===== config.mk =====
export PLATFORM = sky130hd
export DESIGN_NAME = polyphase_coeff_ctrl
export DESIGN_NICKNAME = d
export VERILOG_FILES = /design/src/rtl/polyphase_coeff_ctrl.sv
export SDC_FILE = /design/constraint.sdc
export NUM_CORES = 1
export LEC_CHECK = 0
export CAP_MARGIN = 20
export CELL_PAD_IN_SITES_DETAIL_PLACEMENT = 0
export CELL_PAD_IN_SITES_GLOBAL_PLACEMENT = 1
export CORE_AREA = 2 2 198 200
export CTS_CLUSTER_DIAMETER = 200
export CTS_CLUSTER_SIZE = 8
export DETAILED_ROUTE_END_ITERATION = 6
export DIE_AREA = 0 0 200 202
export PLACE_DENSITY = 0.68
export SKIP_LAST_GASP = 1
export SLEW_MARGIN = 20
export SYNTH_ARGS = -nofsm -noshare
export SYNTH_HDL_FRONTEND = slang
export SYNTH_SLANG_ARGS = --single-unit

===== constraint.sdc =====
create_clock -name i_clock -period 32 [get_ports i_clock]
set_input_delay 8 -clock i_clock [delete_from_list [all_inputs] [get_ports i_clock]]
set_output_delay 8 -clock i_clock [all_outputs]
set_load 0.01 [all_outputs]

===== src/rtl/polyphase_coeff_ctrl.sv =====
// rtl/polyphase_coeff_ctrl.sv - polyphase FIR phase sequencer with double-buffered coefficient bank
module polyphase_coeff_ctrl #(
    parameter int NB_COEFF = 8,
    parameter int N_BAUD   = 6,
    parameter int N_OS     = 4,
    parameter int NB_PHASE = 2,
    parameter int NB_ADDR  = 5
) (
    input  logic                              i_clock,
    input  logic                              i_reset,
    input  logic                              i_enable,
    input  logic                              i_coeff_valid,
    input  logic [NB_COEFF-1:0]               i_coeff_data,
    output logic                              o_coeff_ready,
    input  logic                              i_commit,
    output logic [NB_PHASE-1:0]               o_phase,
    output logic                              o_sample_strobe,
    output logic [NB_COEFF*N_BAUD*N_OS-1:0]   o_coeff,
    output logic                              o_swap_done
);

    localparam int N_TAPS  = N_BAUD * N_OS;
    localparam int NB_BANK = NB_COEFF * N_TAPS;

    typedef enum logic [1:0] {
        ST_IDLE,
        ST_LOAD,
        ST_FULL,
        ST_PEND
    } state_t;

    state_t               state_q, state_d;
    logic [NB_PHASE-1:0]  phase_q, phase_d;
    logic                 strobe_q, strobe_d;
    logic                 swap_done_q, swap_done_d;
    logic [NB_ADDR-1:0]   idx_q, idx_d;
    logic [NB_BANK-1:0]   shadow_q, shadow_d;
    logic [NB_BANK-1:0]   active_q, active_d;

    logic wrap;
    logic ready;
    logic accept;

    always_ff @(posedge i_clock or posedge i_reset) begin
        if (i_reset) begin
            state_q     <= ST_IDLE;
            phase_q     <= '0;
            strobe_q    <= 1'b0;
            swap_done_q <= 1'b0;
            idx_q       <= '0;
            shadow_q    <= '0;
            active_q    <= '0;
        end else begin
            state_q     <= state_d;
            phase_q     <= phase_d;
            strobe_q    <= strobe_d;
            swap_done_q <= swap_done_d;
            idx_q       <= idx_d;
            shadow_q    <= shadow_d;
            active_q    <= active_d;
        end
    end

    always_comb begin
        wrap     = i_enable && (phase_q == NB_PHASE'(N_OS - 1));
        strobe_d = wrap;
        if (!i_enable) begin
            phase_d = phase_q;
        end else if (wrap) begin
            phase_d = '0;
        end else begin
            phase_d = phase_q + NB_PHASE'(1);
        end
    end

    always_comb begin
        state_d     = state_q;
        idx_d       = idx_q;
        shadow_d    = shadow_q;
        active_d    = active_q;
        swap_done_d = 1'b0;
        ready       = (state_q == ST_LOAD);
        accept      = ready && i_coeff_valid;

        // Decode the write slot per tap so the index never drives a variable part-select.
        for (int k = 0; k < N_TAPS; k++) begin
            if (accept && (idx_q == NB_ADDR'(k))) begin
                shadow_d[k*NB_COEFF +: NB_COEFF] = i_coeff_data;
            end
        end

        case (state_q)
            ST_IDLE: begin
                state_d = ST_LOAD;
            end
            ST_LOAD: begin
                if (accept) begin
                    if (idx_q == NB_ADDR'(N_TAPS - 1)) begin
                        idx_d   = '0;
                        state_d = ST_FULL;
                    end else begin
                        idx_d = idx_q + NB_ADDR'(1);
                    end
                end
            end
            ST_FULL: begin
                if (i_commit) begin
                    state_d = ST_PEND;
                end
            end
            ST_PEND: begin
                // Swapping on the wrap edge lands new taps in the strobe cycle at phase 0.
                if (wrap) begin
                    active_d    = shadow_q;
                    swap_done_d = 1'b1;
                    state_d     = ST_LOAD;
                end
            end
            default: begin
                state_d = ST_IDLE;
            end
        endcase
    end

    assign o_coeff_ready   = ready;
    assign o_phase         = phase_q;
    assign o_sample_strobe = strobe_q;
    assign o_coeff         = active_q;
    assign o_swap_done     = swap_done_q;

endmodule


* After elaboration in Yosys (flattened, before gate mapping)
Index checks and enable logic that the tools add are counted.
Word-level totals: register bits 395, logic and storage cells 103, output and inout port bits 197, input bits 13
Operators by class: mux-type cells 9, equality and inequality tests 31, $add $sub $neg 2, reduce and logical (&&, ||, !) cells 31
Operator list (number):
- 5-bit by 4-bit equality test with 1-bit output, second input constant | 8
- 5-bit equality test, second input constant | 8
- 1-bit logical AND | 26
- 5-bit by 3-bit equality test with 1-bit output, second input constant | 4
- 5-bit by 2-bit equality test with 1-bit output, second input constant | 2
- 2-bit two-way mux | 5
- 2-bit case mux with 4 select lines | 1
- 2-bit equality test, second input constant | 3
- 5-bit by 1-bit adder with 5-bit output, second input constant | 1
- 5-bit by 1-bit equality test with 1-bit output, second input constant | 1
- 5-bit logical NOT | 1
- 5-bit two-way mux | 1
- 2-bit by 1-bit inequality test with 1-bit output, second input constant | 2
- 2-bit inequality test, second input constant | 2
- 2-bit AND reduction | 2
- 4-bit AND reduction | 1
- 2-bit by 1-bit adder with 2-bit output, second input constant | 1
- 2-bit by 1-bit equality test with 1-bit output, second input constant | 1
- 2-bit logical NOT | 1
- 1-bit two-way mux | 2

* Depth between registers and ports, before layout
word-level depth 4, depth in mapped cells 7, mapped depth without buffers 5

* Worst setup path before layout
No wires, ideal clock.
kind input -> register, start input i_coeff_valid, end register shadow_q[0], path slack 22710 ps, data required time 31875 ps, library setup time 125 ps, data arrival time 9165 ps, path buffers 2, stages on the path 5, cells stage by stage buf_4 nand2_4 or4_1 buf_4 mux2_4
On the way: longest elaborated chain between the ends 2
RTL lines:
- from (decl) | line 12 | input logic i_coeff_valid,
- 1-bit logical AND | line 83 | accept = ready && i_coeff_valid;
- 1-bit logical AND | line 87 | if (accept && (idx_q == NB_ADDR'(k))) begin
- to (signal assigned) | line 59 | shadow_q <= shadow_d;
- to (decl) | line 37 | logic [NB_BANK-1:0] shadow_q, shadow_d;
Every way passes these cells. A chain may end at the register's enable or synchronous reset.

==> flow_summary.ini <==
[outcome]
status = completed

[timing]
fin_crit_ps = 10500
setup_violations = 0
worstMarginPinSlew_ps = 953
final_max_slew_viol_count = 0
max_freq_mhz = 95.2
period_share_pct = 32.8
rsz0062_at_grt = no
hold_violations = 0
finClkSkew_ps = 10.2
setup_slack_ps = 21500
max_slew_margin_pct = 36.4
fin_setup_tns_ps = 0
fin_hold_ws_ps = 490

[synth]
yosysWarnings = 0
synthesis.area_sq_um = 15200
syn_nets = 933
synthCells = 910
synthDistinctLibCells = 36
synthFlopType = dfrtp_1
ys_ff_latch = 395
syn_area_per_cell_sq_um = 16.6
yosysSeqAreaShare_pct = 65.2
synth_edf_count = 0
ys_async_sr_fraction_pct = 100

[floorplan]
initial_core_util_pct = 39.6
die_w_um = 200
coreArea_sq_um = 38300
die_h_um = 202
ios = 210
dieArea_sq_um = 40400
fp-row-count = 72

[placement]
gp_congestion = 0.716
place.port_buffers = 209
dpl.hpwl_um = 20600
placed_area_sq_um = 17800
post-place-ws_ps = 20140
dp_cells = 1601

[drt]
wl_per_cell_um = 20.8
drt-pass1-iter-count = 4
drtAntennaViolNets = 0
drc_errors = 0
vias = 8222
via_per_inst = 4.95
first_iter_violations = 336
routed_wl_um = 34500

[clocking]
cts_buffer_depth = 3
cts.reportedPaths.clkPinSlew_ps = 50
ctsHtreeMaxLevel = 2
tritoncts = built
root_buffer = clkbuf_16
cts.hold.buffers_added = 0
cts_buffers = 55
cts.sinks = 395
post_cts_buffers = 0
post_cts_resized = 0
clock_latency_ps = 570

[job]
maxCapViolCount = 0

[pwr]
power_frac_comb_pct = 21.6
ir_worst_vdd_mv = 0.0442
clkPwrFrac_pct = 32.6
seq_power_share_pct = 45.7
sw_frac_of_total_pct = 26.0
power_mw = 1.53
power.leakage_nw = 9.14
powerDensity_nw_per_um2 = 79.7
p_int_mw = 1.13
p_sw_mw = 0.399

[final_layout]
n_fill_cell = 3282
multi_input_area_sq_um = 5000
stdcell_count = 1660
final_util_pct = 50.2
layout-drive-gt1-share_pct = 42.0
nets = 1164
design_area_sq_um = 19200
regArea_sq_um = 9880
n_antenna_cell = 0
syn2layout_area_growth_pct = 26.8

[critical_path]
crit_fanout = 113
crit_path_end_kind = async pin
required_ps = 32620
crit_arrival_ps = 11120
path_class = in2async
startpoint_type = input port

[global_routing]
grt_max_degree = 114
grt_pass1_vias = 8736
grt_antenna_before_repair = 1
grt_use_total_pct = 17.8
grt_pass1_wl_um = 54000
gr-total-overflow = 0

[min_path]
hold_class = reg2reg
[final cells by class]
type | instances | area share, %
clock buffer | 57 | 7.42
clock inverter | 1 | 0.0391
inverter | 6 | 0.156
multi-input combinational | 460 | 26.0
sequential | 395 | 51.4
tap | 518 | 3.37
timing repair buffer | 223 | 11.5
[registers in the layout (all words and copies together), names as in the netlist]
register and flops:
o_swap_done 1, o_coeff 192, o_phase 2, shadow_q 192
o_sample_strobe 1, state_q 2, idx_q 5
[metal layers]
layer | track usage [%] | share of wire [%]
met3 | 3.50 | 4.4
met1 | 25.2 | 47
met2 | 27.6 | 47
met4 | 5.34 | 1.8
met5 | 0 | 0
[placed cells by master, fill, tap and decap left out, types with 3 or more instances in the layout]
cell type	count
buf_4	11
clkbuf_16	57
clkdlybuf4s50_1	208
dfrtp_1	395
ha_1	10
inv_1	5
mux2_2	367
mux2_4	16
mux2i_1	3
nand2_1	7
nand2b_1	7
nand4b_1	4
nor2_2	13
o21ai_0	3
[synth_stat cells, types with 3 or more instances]
library cell  instances  share of area (%)
mux2_2              367                 27
buf_2                24               0.79
nand2b_1              7               0.29
nor2_2               13               0.54
nand2_1               7               0.17
clkbuf_1             18               0.45
buf_4                 4               0.20
inv_1                 6               0.15
o21ai_0               3              0.099
mux2_4               16                1.6
nand4b_1              4               0.23
dfrtp_1             395                 65
mux2i_1               3               0.20
ha_1                 10               0.83
[worst paths after layout]
kind / from / end / slack (ps) / cells past startpoint
max: i_reset / o_coeff[139] / 21500 / 5
min: shadow_q[24] / shadow_q[24] / 490 / 1
max reg2reg: o_phase[0] / o_coeff[146] / 29120 / 5
min reg2reg: shadow_q[24] / shadow_q[24] / 490 / 1
max in group i_clock: i_enable / o_coeff[146] / 21700 / 5
min in group asynchronous: i_reset / o_coeff[20] / 7950 / 2
[worst max-delay path, stage by stage]
cell and delay [ps]:
clkdlybuf4s50_1 490, inv_8 530, buf_6 660, buf_4 660
buf_6 630
[cells by family (layout without fill, tap and decap cells)]
kind of cell / Yosys count / in the layout / share of synthesized area, %
AND/OR/NAND/NOR: 54 / 54 / 2.56
XOR/XNOR: 1 / 1 / 0.0578
adder cells (fa/ha/maj): 10 / 10 / 0.826
flip-flops: 395 / 395 / 65.2
buffers and inverters: 55 / 287 / 1.77
AO/OA/AOI/OAI: 7 / 7 / 0.339
multiplexers: 388 / 388 / 29.2
[power by group through the flow]
| stage | Sequential [mW] | Combinational [mW] | Clock [mW] |
|---|---|---|---|
| detailed placement | 0.708 | 0.335 | 0 |
| floorplan | 0.700 | 0.186 | 0 |
| global route | 0.716 | 0.360 | 0.540 |
| finish | 0.701 | 0.331 | 0.500 |
| CTS | 0.701 | 0.337 | 0.518 |
| global placement | 0.705 | 0.328 | 0 |
Note: power is estimated with default switching activity, not from simulation.
